[src/rtl/addsub_serial_if.sv]
// Handshake and data bundle for the digit-serial adder/subtractor.
// The requester (master) drives start and the operand/mode bus; the
// arithmetic unit (slave) returns the registered result and status flags.
interface addsub_serial_if #(
  parameter int W = 8
);
  logic         start;
  logic [W-1:0] a;
  logic [W-1:0] b;
  logic [1:0]   mode;
  logic [W-1:0] s;
  logic         cout;
  logic         zero;
  logic         busy;
  logic         done;

  modport master (
    output start, a, b, mode,
    input  s, cout, zero, busy, done
  );

  modport slave (
    input  start, a, b, mode,
    output s, cout, zero, busy, done
  );
endinterface

[src/rtl/addsub_serial.sv]
// Digit-serial adder/subtractor: W-bit operands processed D bits per clock,
// LSB digit first. Modes: 00 a+b, 01 a-b, 10 b-a, 11 |a-b|.
// Absolute difference takes a second serial pass (NEG) that negates the
// first-pass result when a < b. Results are committed to registered outputs
// together with a one-cycle done pulse.
module addsub_serial #(
  parameter int W = 8,
  parameter int D = 1
) (
  input  logic           clk,
  input  logic           rst,
  addsub_serial_if.slave bus
);

  localparam int N  = W / D;
  localparam int CW = (N > 1) ? $clog2(N) : 1;
  localparam logic [CW-1:0] LAST = CW'(N - 1);

  if (W < 2 || D < 1 || D > W || (W % D) != 0 || $bits(bus.a) != W) begin : g_bad_params
    $error("addsub_serial: W must be >= 2, 1 <= D <= W, W %% D == 0, and match the interface width");
  end

  typedef enum logic [1:0] {
    IDLE = 2'd0,
    RUN  = 2'd1,
    NEG  = 2'd2
  } state_t;

  state_t          state;
  logic [W-1:0]    op_x;
  logic [W-1:0]    op_y;
  logic [W-1:0]    res;
  logic            carry;
  logic [CW-1:0]   cnt;
  logic [1:0]      mode_q;
  logic [W-1:0]    s_q;
  logic            cout_q;
  logic            zero_q;
  logic            busy_q;
  logic            done_q;

  // Operand preload for a newly accepted request. The subtrahend is inverted
  // and the carry seeded with 1 so every subtraction reuses the same adder.
  logic [W-1:0]    ld_x;
  logic [W-1:0]    ld_y;
  logic            ld_carry;

  // One-digit adder shared by both passes; NEG feeds it ~res and zero so the
  // seeded carry completes the two's complement.
  logic [D-1:0]    dig_x;
  logic [D-1:0]    dig_y;
  logic [D:0]      dig_sum;
  logic [W+D-1:0]  res_cat;
  logic [W-1:0]    res_next;
  logic            last;
  logic            run_flag;

  // Select preload operands from the live request bus.
  always_comb begin
    ld_x     = bus.a;
    ld_y     = ~bus.b;
    ld_carry = 1'b1;
    case (bus.mode)
      2'b00: begin
        ld_y     = bus.b;
        ld_carry = 1'b0;
      end
      2'b10: begin
        ld_x = bus.b;
        ld_y = ~bus.a;
      end
      default: begin
        ld_x = bus.a;
        ld_y = ~bus.b;
      end
    endcase
  end

  // Current digit sum, next result shift-register value and the cout flag
  // a first-pass commit would record.
  always_comb begin
    dig_x    = (state == NEG) ? ~res[D-1:0] : op_x[D-1:0];
    dig_y    = (state == NEG) ? '0 : op_y[D-1:0];
    dig_sum  = {1'b0, dig_x} + {1'b0, dig_y} + {{D{1'b0}}, carry};
    res_cat  = {dig_sum[D-1:0], res};
    res_next = res_cat[W+D-1:D];
    last     = (cnt == LAST);
    case (mode_q)
      2'b00:   run_flag = dig_sum[D];
      2'b11:   run_flag = 1'b0;
      default: run_flag = ~dig_sum[D];
    endcase
  end

  // Control FSM and serial datapath; a commit edge may accept the next
  // request directly so a held start issues back-to-back operations.
  always_ff @(posedge clk or posedge rst) begin
    if (rst) begin
      state  <= IDLE;
      op_x   <= '0;
      op_y   <= '0;
      res    <= '0;
      carry  <= 1'b0;
      cnt    <= '0;
      mode_q <= 2'b00;
      s_q    <= '0;
      cout_q <= 1'b0;
      zero_q <= 1'b1;
      busy_q <= 1'b0;
      done_q <= 1'b0;
    end else begin
      done_q <= 1'b0;
      case (state)
        IDLE: begin
          if (bus.start) begin
            op_x   <= ld_x;
            op_y   <= ld_y;
            carry  <= ld_carry;
            cnt    <= '0;
            mode_q <= bus.mode;
            state  <= RUN;
            busy_q <= 1'b1;
          end
        end

        RUN, NEG: begin
          res   <= res_next;
          op_x  <= op_x >> D;
          op_y  <= op_y >> D;
          carry <= dig_sum[D];
          cnt   <= cnt + 1'b1;
          if (last) begin
            if (state == RUN && mode_q == 2'b11 && !dig_sum[D]) begin
              // a < b in absolute-difference mode: negate the result serially.
              state <= NEG;
              carry <= 1'b1;
              cnt   <= '0;
            end else begin
              s_q    <= res_next;
              zero_q <= (res_next == '0);
              cout_q <= (state == NEG) ? 1'b1 : run_flag;
              done_q <= 1'b1;
              if (bus.start) begin
                op_x   <= ld_x;
                op_y   <= ld_y;
                carry  <= ld_carry;
                cnt    <= '0;
                mode_q <= bus.mode;
                state  <= RUN;
                busy_q <= 1'b1;
              end else begin
                state  <= IDLE;
                busy_q <= 1'b0;
              end
            end
          end
        end

        default: begin
          state  <= IDLE;
          busy_q <= 1'b0;
        end
      endcase
    end
  end

  assign bus.s    = s_q;
  assign bus.cout = cout_q;
  assign bus.zero = zero_q;
  assign bus.busy = busy_q;
  assign bus.done = done_q;

endmodule
[src/flat_wrapper.sv]
// flat-port wrapper written by rule: the top's interface ports become plain ports
module addsub_serial_flat 
#(
  parameter int W = 8,
  parameter int D = 1
)
  (clk, rst, bus_start, bus_a, bus_b, bus_mode, bus_s, bus_cout, bus_zero, bus_busy, bus_done);
  addsub_serial_if #(.W(W)) bus_i ();
  input  logic clk;
  input  logic rst;
  input wire logic [$bits(bus_i.start)-1:0] bus_start;
  input wire logic [$bits(bus_i.a)-1:0] bus_a;
  input wire logic [$bits(bus_i.b)-1:0] bus_b;
  input wire logic [$bits(bus_i.mode)-1:0] bus_mode;
  output wire logic [$bits(bus_i.s)-1:0] bus_s;
  output wire logic [$bits(bus_i.cout)-1:0] bus_cout;
  output wire logic [$bits(bus_i.zero)-1:0] bus_zero;
  output wire logic [$bits(bus_i.busy)-1:0] bus_busy;
  output wire logic [$bits(bus_i.done)-1:0] bus_done;
  assign bus_i.start = bus_start;
  assign bus_i.a = bus_a;
  assign bus_i.b = bus_b;
  assign bus_i.mode = bus_mode;
  assign bus_s = bus_i.s;
  assign bus_cout = bus_i.cout;
  assign bus_zero = bus_i.zero;
  assign bus_busy = bus_i.busy;
  assign bus_done = bus_i.done;
  addsub_serial #(.W(W), .D(D)) u_core (.clk(clk), .rst(rst), .bus(bus_i));
endmodule
[config.mk]
export PLATFORM = sky130hd
export DESIGN_NAME = addsub_serial_flat
export DESIGN_NICKNAME = d
export VERILOG_FILES = /design/src/rtl/addsub_serial_if.sv /design/src/rtl/addsub_serial.sv /design/src/flat_wrapper.sv
export SDC_FILE = /design/constraint.sdc
export NUM_CORES = 1
export LEC_CHECK = 0
export ABC_AREA = 1
export BUFFER_PORTS_ARGS = -buffer_cell sky130_fd_sc_hd__buf_2
export CORE_MARGIN = 2
export CORE_UTILIZATION = 64
export CTS_BUF_LIST = sky130_fd_sc_hd__clkbuf_2 sky130_fd_sc_hd__clkbuf_4 sky130_fd_sc_hd__clkbuf_8
export DETAILED_ROUTE_END_ITERATION = 7
export PLACE_DENSITY = 0.95
export REMOVE_ABC_BUFFERS = 1
export SYNTH_ARGS = -nofsm -noshare
export SYNTH_HDL_FRONTEND = slang
export SYNTH_SLANG_ARGS = --single-unit
[constraint.sdc]
create_clock -name clk -period 3 [get_ports clk]
set_input_delay 0.75 -clock clk [delete_from_list [all_inputs] [get_ports clk]]
set_output_delay 0.75 -clock clk [all_outputs]
set_load 0.01 [all_outputs]
# After elaboration in Yosys (flattened, before gate mapping)
# Index checks and enable logic that the tools add are counted.
[totals]
register_bits = 44
inputBits = 21
out_inout_bits = 12
word_cells = 86
[classes]
addsub = 3
eq_ne = 8
n_mux = 44
n_bitwise = 5
n_reduce_logical = 14
[op_table]
columns = ["cell", "count"]
rows = [
  ["$mux 8", 9],
  ["$pmux 8 s2", 3],
  ["$mux 1", 16],
  ["$not 8->8", 2],
  ["$mux 2", 6],
  ["$mux 3", 4],
  ["$reduce_and 3->1", 3],
  ["$logic_not 8->1", 1],
  ["$pmux 2 s2", 2],
  ["$eq 2x2->1 const B", 3],
  ["$logic_not 2->1", 3],
  ["$pmux 1 s2", 3],
  ["$pmux 3 s2", 1],
  ["$ne 2x2->1 const B", 2],
  ["$reduce_and 2->1", 2],
  ["$add 3x1->3 const B", 1],
  ["$eq 3x3->1 const B", 1],
  ["$not 1->1", 3],
  ["$add 1x1->2", 1],
  ["$add 2x1->2", 1],
  ["$eq 2x1->1 const B", 1],
  ["$logic_and 1x1->1", 2],
  ["$ne 2x1->1 const B", 1],
  ["$reduce_bool 2->1", 1],
  ["2 further kinds", 2],
]

# Logic depth before layout (Yosys ltp)
# Gate-level depths: netlist of run 1.
[logic_depth]
word_depth = 9
mapped_depth = 12
depth_no_buf = 11

# Least setup slack after synthesis of run 1
# No wires, ideal clock.
[synth_path]
path_type = "flip-flop to flip-flop"
start = "reg u_core.state[0]"
end = "reg u_core.op_x[0]"
setup_time_ns = 0.115
t_arrival_ns = 1.909
required_time_ns = 2.885
slack_ns = 0.975
path_stages_with_launch = 13
path_buffers = 1
period_less_slack_ns = 2.025
cell_sequence = "dfrtp_1 inv_1 ha_1 nand2_1 o21ai_0 fa_1 nand2_4 nor2_8 nor2_8 buf_6 nand2_2 nand3_2 nand2_2"
[synth_between]
elab_chain_cells = 9
elab_cells_between_ends = 17
cone_classes = "add/sub (2); eq/ne (3); mux (5); reduce/logical (7)"
[synth_lines]
columns = ["element", "line", "text"]
rows = [
  ["start, declared", "addsub_serial.sv:29", "state_t state;"],
  ["start signal, assigned", "addsub_serial.sv:99", "state <= IDLE;"],
  ["start signal, assigned", "addsub_serial.sv:121", "state <= RUN;"],
  ["start signal, assigned", "addsub_serial.sv:135", "state <= NEG;"],
  ["$eq 2x2->1", "addsub_serial.sv:82, addsub_serial.sv:83, addsub_serial.sv:113", ""],
  ["$mux 1, on equally long branches", "addsub_serial.sv:82, addsub_serial.sv:83", ""],
  ["$add 1x1->2", "addsub_serial.sv:84", "dig_sum = {1'b0, dig_x} + {1'b0, dig_y} + {{D{1'b0}}, carry};"],
  ["$add 2x1->2", "addsub_serial.sv:84", ""],
  ["$logic_not 1->1", "addsub_serial.sv:133", "if (state == RUN && mode_q == 2'b11 && !dig_sum[D]) begin"],
  ["$logic_and 1x1->1", "addsub_serial.sv:133", ""],
  ["$mux 8", "addsub_serial.sv:133", ""],
  ["$mux 8", "addsub_serial.sv:132", "if (last) begin"],
  ["$pmux 8 s2", "addsub_serial.sv:113", "case (state)"],
  ["end signal, assigned", "addsub_serial.sv:116", "op_x <= ld_x;"],
  ["end signal, assigned", "addsub_serial.sv:128", "op_x <= op_x >> D;"],
  ["end signal, assigned", "addsub_serial.sv:144", "op_x <= ld_x;"],
  ["end, declared", "addsub_serial.sv:30", "logic [W-1:0] op_x;"],
]
# Parallel ways exist; a longest one is shown, timed or not.
# A chain may end at the register's enable or synchronous reset.

# Worst setup path in the final report of run 1
[layout_path]
start = "reg u_core.state[0]"
end = "reg u_core.cout_q, in the netlist u_core.bus.cout"
[layout_between]
elab_chain_cells = 8
elab_cells_between_ends = 15
cone_classes = "add/sub (2); eq/ne (2); mux (4); bitwise (2); reduce/logical (5)"
[layout_lines]
columns = ["element", "line", "text"]
rows = [
  ["$eq 2x2->1", "-", ""],
  ["$mux 1, on equally long branches", "addsub_serial.sv:82, addsub_serial.sv:83", ""],
  ["$add 1x1->2", "addsub_serial.sv:84", ""],
  ["$add 2x1->2", "addsub_serial.sv:84", ""],
  ["$logic_not 1->1", "addsub_serial.sv:133", ""],
  ["$logic_and 1x1->1", "addsub_serial.sv:133", ""],
  ["$not 1->1 (no line)", "-", ""],
  ["$reduce_and 3->1 (no line)", "-", ""],
  ["end signal, assigned", "addsub_serial.sv:141", "cout_q <= (state == NEG) ? 1'b1 : run_flag;"],
  ["end, declared", "addsub_serial.sv:37", "logic cout_q;"],
]
# Parallel ways exist; a longest one is shown, timed or not.

==> results.md, run 1 <==
- Status: complete, no violations
- Largest net degree at the start of global routing: 45
- Io pins: 33
- Ratio of cells with drive above 1 in the final layout: 0.159
- CTS resizes: 0
- WL/cell: 12.4 um
- Num Clock Sinks: 44
- Fmax: 428 MHz
- Die Wd: 67.2 um
- Worst Path Arrival: 2560 ps
- Hold Fails Final Rpt: 0
- Cell Area, Placed: 2690 sq um
- Yosys warns: 0
- Max-slew violation count: 0
- Initial antenna violation count: 0
- DIE AREA: 4520 sq um
- Starting Density: 0.683
- Vias in the first global route: 2125
- CP Data Required Time: 3220 ps
- Synth-to-layout area growth: 9.74%
- ANT nets after route: 0
- Wirelength, routed: 5210 um
- #FFs+latches synth: 44
- Num CTS Buffers: 5
- Die height: 67.2 um
- Fin area: 2810 sq um
- Iter 0 DRT Violations: 165
- Clk slew on worst S/H paths: 90 ps
- Worst-margin pin slew: 556 ps
- Synthesized cell area: 2560 sq um
- Max H-tree Level: 2
- Via-to-Cell Ratio: 5.23
- Syn Inst Count: 341
- Area contributors post-synth: dfrtp_1 42%, nand2_1 17%, inv_1 7.9%
- Placer Congestion: 0.887
- Final HPWL DP: 3740 um
- Leakage: 1.62 nW
- Final Skew: 5.25 ps
- Tmin final: 2330 ps
- Pwr Density: 1050 nW/um^2
- Crit path launch type: flop
- Share of the clock period used by the worst path: 0.778
- Sequential area share after synthesis: 0.431
- Global-route wire length before repair: 8830 um
- TritonCTS clock tree: yes
- CP Class: reg2reg
- Gr ovfl total: 0
- Row count: 22
- Commonest non-fill, non-tap cell in the layout: nand2_1
- Gr usage total: 0.259
- Clock tree buffer depth: 2
- Setup TNS: 0 ps
- Final setup violation count: 0
- Routed via count: 2195
- Syn Area/Cell: 7.50 sq um
- RSZ-0062 raised after global routing: false
- Relative slew margins: 0.630
- Cell Chain, Critical Path: inv_1, ha_1, nand2_1, o21ai_0, fa_1, nand3_1, nand2_2, inv_1, nor2_1, a31oi_1
- Max cap viols: 0
- Crit path largest cell delay: 530 ps
- Hold Buf Count CTS: 0
- Port Buffers: 32
- Commonest non-fill, non-tap cells in the layout: 114 x nand2_1, 54 x inv_1, 43 x dfrtp_1, 32 x buf_2, 30 x o21ai_0
- Largest area contributor in the netlist: dfrtp_1
- Top cell type's share of synthesized area: 0.421
- Layout Nets: 401
- Hold Crit Class: reg2reg
- CP most frequent cell: inv_1
- Slowest cell on crit path: fa_1
- DR DRC count: 0
- Max Fanout on Critical Path: 18
- Antenna diode count: 0
- DR pass1 iterations: 4
- CTS root buffer: clkbuf_8
- CP Capture Type: flop
- CORE AREA: 3740 sq um
- Unique cell type count in the Yosys netlist: 26
- Worst skew pair latency: 300 ps
- Setup Buffers After CTS: 0
- Peak supply drop: 0.000581 V
-- path summary, 6_finish.rpt --
path	depth (start not counted)	slack, ps	start	endpoint
max	10	670	u_core.state[0]	u_core.bus.cout
max reg2reg	10	670	u_core.state[0]	u_core.bus.cout
min	2	480	u_core.bus.s[5]	u_core.bus.s[5]
min reg2reg	2	480	u_core.bus.s[5]	u_core.bus.s[5]
min in group asynchronous	3	560	rst	u_core.op_x[3]
max in group asynchronous	3	2040	rst	u_core.bus.zero
-- Yosys cell counts (all sizes together) --
cell and instances:
nand4 1, nand2 123, inv 56, o21ai 36, o211ai 2, nand3 21, ha 8, a21oi 12
dfstp 1, nor2 22, a31oi 1, clkbuf 1, fa 1, dfrtp 43, buf 11, or2 2
-- metal layers --
layer  vias up  routed length [um]  track usage
li1       1105                   -            -
met1      1022                2240        0.305
met2        62                2660        0.472
met3         6                 258       0.0467
met4         0                  57       0.0893
met5         -                   0            0
-- flip-flops by register name (all words and copies together), names as in the netlist --
name	flops
u_core.bus.s	8
u_core.op_x	8
u_core.op_y	8
u_core.res	8
u_core.cnt	3
u_core.mode_q	2
u_core.state	2
u_core.bus.busy	1
u_core.bus.cout	1
u_core.bus.done	1
u_core.bus.zero	1
u_core.carry	1
-- power breakdown --
| group | total, mW | switching (mW) | leakage (nW) | internal (mW) |
|---|---|---|---|---|
| Combinational | 1.51 | 0.998 | 1.00 | 0.517 |
| Clock | 0.459 | 0.213 | 0.0541 | 0.247 |
| Sequential | 0.972 | 0.132 | 0.558 | 0.840 |
| Total | 2.95 | 1.34 | 1.62 | 1.60 |
-- critical path, delay by kind of cell (launching register included) --
family | cells | cell delay, ps
AO/OA/AOI/OAI | 2 | 270
adder cells (fa/ha/maj) | 2 | 770
buffers and inverters | 2 | 280
flip-flops | 1 | 390
AND/OR/NAND/NOR | 4 | 550
-- area by class of cell --
class                           count  area, sq um
Inverter                           56          218
Timing Repair Buffer               35          183
Sequential cell                    44         1100
Clock inverter                      3         42.5
Tap cell                           48         60.1
Fill cell                         297          938
Clock buffer                        5         68.8
Multi-Input combinational cell    229         1130
-- cells by family (layout without fill, tap and decap cells) --
family	after synthesis	after routing	share of synthesized area
AOI/OAI and AO/OA	51	51	0.107
adders and majority gates	9	9	0.0470
buffers and inverters	68	99	0.126
DFF	44	44	0.431
and+or+nand+nor	169	169	0.289
-- stage by stage --
stage / setup slack, ps / total power [mW] / utilization / hold slack, ps / std cells
after floorplan: 1010 / 2.10 / - / 449 / 329
after CTS: 671 / 2.95 / 0.749 / 481 / 420
after global routing: 530 / 3.22 / 0.749 / 490 / 420
after global placement: 862 / 2.41 / 0.720 / 458 / 412
final: 665 / 2.95 / 0.749 / 479 / 420
after detailed placement: 692 / 2.48 / 0.720 / 467 / 412
No activity file was read; power rests on OpenSTA's default activity.
==> inputs of run 2 (changes only) <==
Settings changed: CORE_UTILIZATION 64 to 60, PLACE_DENSITY 0.95 to 0.92.
Clock period 3 ns to 2.2 ns, I/O delays scaled along.
==> results.md, run 2 (same netlist as run 1, synthesis figures left out) <==
- Status: finished, violations left
- Failing checks: design-rule violations
- Vias in the first global route: 2055
- Max-slew violation count: 0
- Cells on worst reg2reg path: 11
- Share of the clock period used by the worst path: 0.935
- Port Buffers: 32
- Iter 0 DRT Violations: 160
- Cell Chain, Critical Path: inv_1, ha_1, nand2_1, o21ai_0, fa_2, nand2_4, nor2_8, nor2_4, nand2_1, nand2_1, nand2_1
- Fin area: 2860 sq um
- Clock tree buffer depth: 2
- ANT nets after route: 0
- DR DRC count: 1
- Row count: 23
- Die height: 69.3 um
- Crit path largest cell delay: 420 ps
- Levels on crit path: 11
- Gr ovfl total: 0
- Endpoint of the worst register-to-register path: u_core.op_y[3]
- Num Clock Sinks: 44
- Clk slew on worst S/H paths: 80 ps
- Crit path launch type: flop
- Pwr Density: 1500 nW/um^2
- Hold Fails Final Rpt: 0
- Largest net degree at the start of global routing: 45
- Peak supply drop: 0.000654 V
- Antenna diode count: 0
- DR pass1 iterations: 6
- Max H-tree Level: 2
- Wirelength, routed: 5590 um
- Final setup violation count: 0
- CORE AREA: 4060 sq um
- Hold Crit Class: in2async
- Num CTS Buffers: 5
- WL/cell: 13.1 um
- CP Data Required Time: 2400 ps
- Max cap viols: 0
- Layout Nets: 406
- Hold Buf Count CTS: 0
- Slowest cell on crit path: fa_2
- CP Capture Type: flop
- Routed via count: 2285
- DIE AREA: 4800 sq um
- Relative slew margins: 0.641
- Via-to-Cell Ratio: 5.35
- Starting Density: 0.630
- Kind of cell adding the most delay to the critical path: simple AND/OR/NAND/NOR gates
- Setup TNS: 0 ps
- TritonCTS clock tree: yes
- Final HPWL DP: 3780 um
- Worst Path Arrival: 2260 ps
- Die Wd: 69.3 um
- Worst-margin pin slew: 538 ps
- Commonest non-fill, non-tap cells in the layout: 114 x nand2_1, 54 x inv_1, 43 x dfrtp_1, 32 x buf_2, 30 x o21ai_0
- Met1 wire length: 2350 um
- CP most frequent cell: nand2_1
- Bufs and invs on worst path: 1
- Max Fanout on Critical Path: 8
- Crit. Startpoint: u_core.state[0]
- Met3 WL post-DR: 322 um
- Leakage: 1.65 nW
- Placer Congestion: 0.927
- Fmax: 486 MHz
- RR Startpoint: u_core.state[0]
- Uppermost layer routed: met4
- Final Skew: 9.71 ps
- Ratio of cells with drive above 1 in the final layout: 0.172
- Cell Area, Placed: 2710 sq um
- R2R setup slack: 140 ps
- Met2 WL: 2830 um
- Tmin final: 2060 ps
- Initial antenna violation count: 0
- Global-route wire length before repair: 9340 um
- Gr usage total: 0.240
- RSZ-0062 raised after global routing: false
- Fillers: 314
- Worst skew pair latency: 300 ps
- Commonest non-fill, non-tap cell in the layout: nand2_1
- Synth-to-layout area growth: 12.0%
- CTS root buffer: clkbuf_8
- CP Class: reg2reg
- Io pins: 33
==> run 2: cell types whose count changed in the layout (fill, tap and decap cells not counted) <==
cell,before,now
buf_4,3,6
buf_12,0,1
clkbuf_4,0,1
clkinvlp_4,1,0
fa_1,1,0
fa_2,0,1
nor2_4,0,1
==> run 2: worst reg2reg max path, cell delays in order, from the launching register on <==
cell and delay (ps):
dfrtp_1 380, inv_1 90, ha_1 250, nand2_1 80
o21ai_0 100, fa_2 420, nand2_4 150, nor2_8 70
nor2_4 200, nand2_1 110, nand2_1 80, nand2_1 50
==> run 2: where the power goes <==
part           leakage, nW  total, mW  switching [mW]  internal [mW]
logic                 1.03       2.33            1.48          0.851
registers            0.558       1.33           0.183           1.15
clock network       0.0586      0.627           0.277          0.349
total                 1.65       4.29            1.94           2.35
==> run 2: through the flow <==
| step | hold slack [ps] | setup WS, ps | cells | power (mW) | util |
|---|---|---|---|---|---|
| 4_1_cts | 387 | 22.4 | 424 | 4.10 | 0.696 |
| 2_1_floorplan | 449 | 211 | 329 | 2.86 | - |
| 6_report | 363 | 142 | 427 | 4.29 | 0.706 |
| 3_5_place_dp | 456 | -33.5 | 416 | 3.44 | 0.668 |
| 5_1_grt | 452 | 2.74 | 427 | 4.69 | 0.706 |
| 3_3_place_gp | 456 | 124 | 416 | 3.31 | 0.668 |
==> run 2: final cells by class <==
| class | count | area [sq um] | share of cell area |
|---|---|---|---|
| well taps | 50 | 62.6 | 0.0218 |
| clock inverters | 2 | 35.0 | 0.0122 |
| repair buffers | 39 | 225 | 0.0786 |
| clock buffers | 6 | 76.3 | 0.0266 |
| inverters | 56 | 218 | 0.0760 |
| flip-flops and latches | 44 | 1100 | 0.385 |
| multi-input cells | 230 | 1140 | 0.400 |
==> run 2: what timing repair did <==
item	CTS	global route
gates cloned	0	1
setup buffers	0	2
gates resized for setup	1	0
pin swaps	0	3
setup endpoints to repair	4	20
==> run 2: metal layers <==
layer,up-vias,track usage
met5,-,0
met4,0,0.0763
met3,10,0.0465
met2,94,0.410
met1,1065,0.306
li1,1116,-
==> run 2: worst max-delay path by stage <==
stage,endpoint,slack [ps]
finish,u_core.op_y[3],140
global route,u_core.mode_q[1],3
CTS,u_core.op_y[6],20
detailed placement,u_core.carry,-30
global placement,u_core.op_x[3],120
floorplan,u_core.carry,210
==> inputs of run 3 (changes only) <==
Settings changed: REMOVE_ABC_BUFFERS 1 to unset, SKIP_CTS_REPAIR_TIMING set to 1.
==> results.md, run 3 (same netlist as run 1, synthesis figures left out) <==
- Status: complete, no violations
- WL/cell: 11.8 um
- Die Wd: 69.3 um
- TritonCTS clock tree: yes
- DIE AREA: 4800 sq um
- Placer Congestion: 0.828
- Gr usage total: 0.218
- CP Capture Type: flop
- Synthesized net count: 371
- Worst-margin pin slew: 531 ps
- Row count: 23
- Iter 0 DRT Violations: 177
- RSZ-0062 raised after global routing: true
- Min setup slack post-route: 124 ps
- Cell Area, Placed: 2720 sq um
- Tmin final: 2080 ps
- Relative slew margins: 0.646
- Vias in the first global route: 2062
- Wirelength, routed: 5030 um
- Clock tree buffer depth: 2
- Pwr Density: 1460 nW/um^2
- Via-to-Cell Ratio: 5.07
- Io pins: 33
- Layout Nets: 404
- CP Class: reg2reg
- Pre-CTS setup slack: -5.80 ps
- Post-layout util: 0.703
- Peak supply drop: 0.000689 V
- CP Data Required Time: 2400 ps
- Synth-to-layout area growth: 11.6%
- Final HPWL DP: 3550 um
- Num CTS Buffers: 5
- Max-slew violation count: 0
- Hold Crit Class: in2async
- Fin area: 2850 sq um
- Leakage: 1.63 nW
- Clk slew on worst S/H paths: 90 ps
- Smallest hold slack: 369 ps
- Starting Density: 0.630
- Port Buffers: 32
- Max H-tree Level: 2
- ANT nets after route: 0
- Hold Fails Final Rpt: 0
- Commonest non-fill, non-tap cells in the layout: 114 x nand2_1, 54 x inv_1, 43 x dfrtp_1, 32 x buf_2, 30 x o21ai_0
- Final Skew: 7.37 ps
- Routed via count: 2156
- CORE AREA: 4060 sq um
- Antenna diode count: 0
- Ratio of cells with drive above 1 in the final layout: 0.168
- Fillers: 325
- Worst skew pair latency: 300 ps
- Max Fanout on Critical Path: 8
- Initial antenna violation count: 0
- DR DRC count: 0
- Cells on worst reg2reg path: 11
- Max cap viols: 0
- Final setup violation count: 0
- Fmax: 482 MHz
- Num Clock Sinks: 44
- Share of the clock period used by the worst path: 0.944
- CTS root buffer: clkbuf_8
- Global-route wire length before repair: 8610 um
- Worst Path Arrival: 2270 ps
- Gr ovfl total: 0
- DR pass1 iterations: 4
- Largest net degree at the start of global routing: 45
- Commonest non-fill, non-tap cell in the layout: nand2_1
- Die height: 69.3 um
- Crit path launch type: flop
==> run 3: layer usage <==
metal,share of wire,up-vias,GRT usage
met4,0.014,0,0.0806
met5,0,-,0
li1,-,1110,-
met2,0.49,80,0.374
met1,0.43,957,0.275
met3,0.069,9,0.0378
==> run 3: critical path: stages (launching register included) <==
cell	delay [ps]
dfrtp_1	380
inv_1	80
ha_1	250
nand2_1	80
o21ai_0	120
fa_2	440
nand2_4	140
nor2_8	60
nor2_4	210
nand2_1	100
nand3_1	70
nand2_1	50
==> run 3: final timing paths <==
check	from	end	slack, ps
setup / recovery	u_core.state[0]	u_core.op_x[2]	120
hold / removal	rst	u_core.bus.s[3]	370
setup reg to reg	u_core.state[0]	u_core.op_x[2]	120
hold reg to reg	u_core.bus.zero	u_core.bus.zero	480
max in group asynchronous	rst	u_core.bus.zero	1460
min in group clk	u_core.bus.zero	u_core.bus.zero	480
==> run 3: layout make-up <==
type / instances / area (sq um) / share of cell area
clock buffers: 5 / 68.8 / 0.0241
well taps: 50 / 62.6 / 0.0219
repair buffers: 37 / 210 / 0.0737
multi-input cells: 230 / 1140 / 0.401
clock inverters: 3 / 46.3 / 0.0162
flip-flops and latches: 44 / 1100 / 0.386
inverters: 56 / 218 / 0.0763
==> run 3: stage by stage <==
step	TNS, ps	power (mW)	cells
after floorplan	0	3.04	341
after global placement	0	3.37	416
after detailed placement	-5.80	3.46	416
after CTS	-50.1	4.10	424
after global routing	-21.2	4.57	425
final	0	4.16	425
==> run 3: where the power goes <==
group / internal (mW) / total [mW] / switching, mW / leakage (nW)
registers: 1.15 / 1.32 / 0.174 / 0.558
clock network: 0.342 / 0.632 / 0.290 / 0.0548
logic: 0.817 / 2.21 / 1.39 / 1.02
total: 2.31 / 4.16 / 1.86 / 1.63
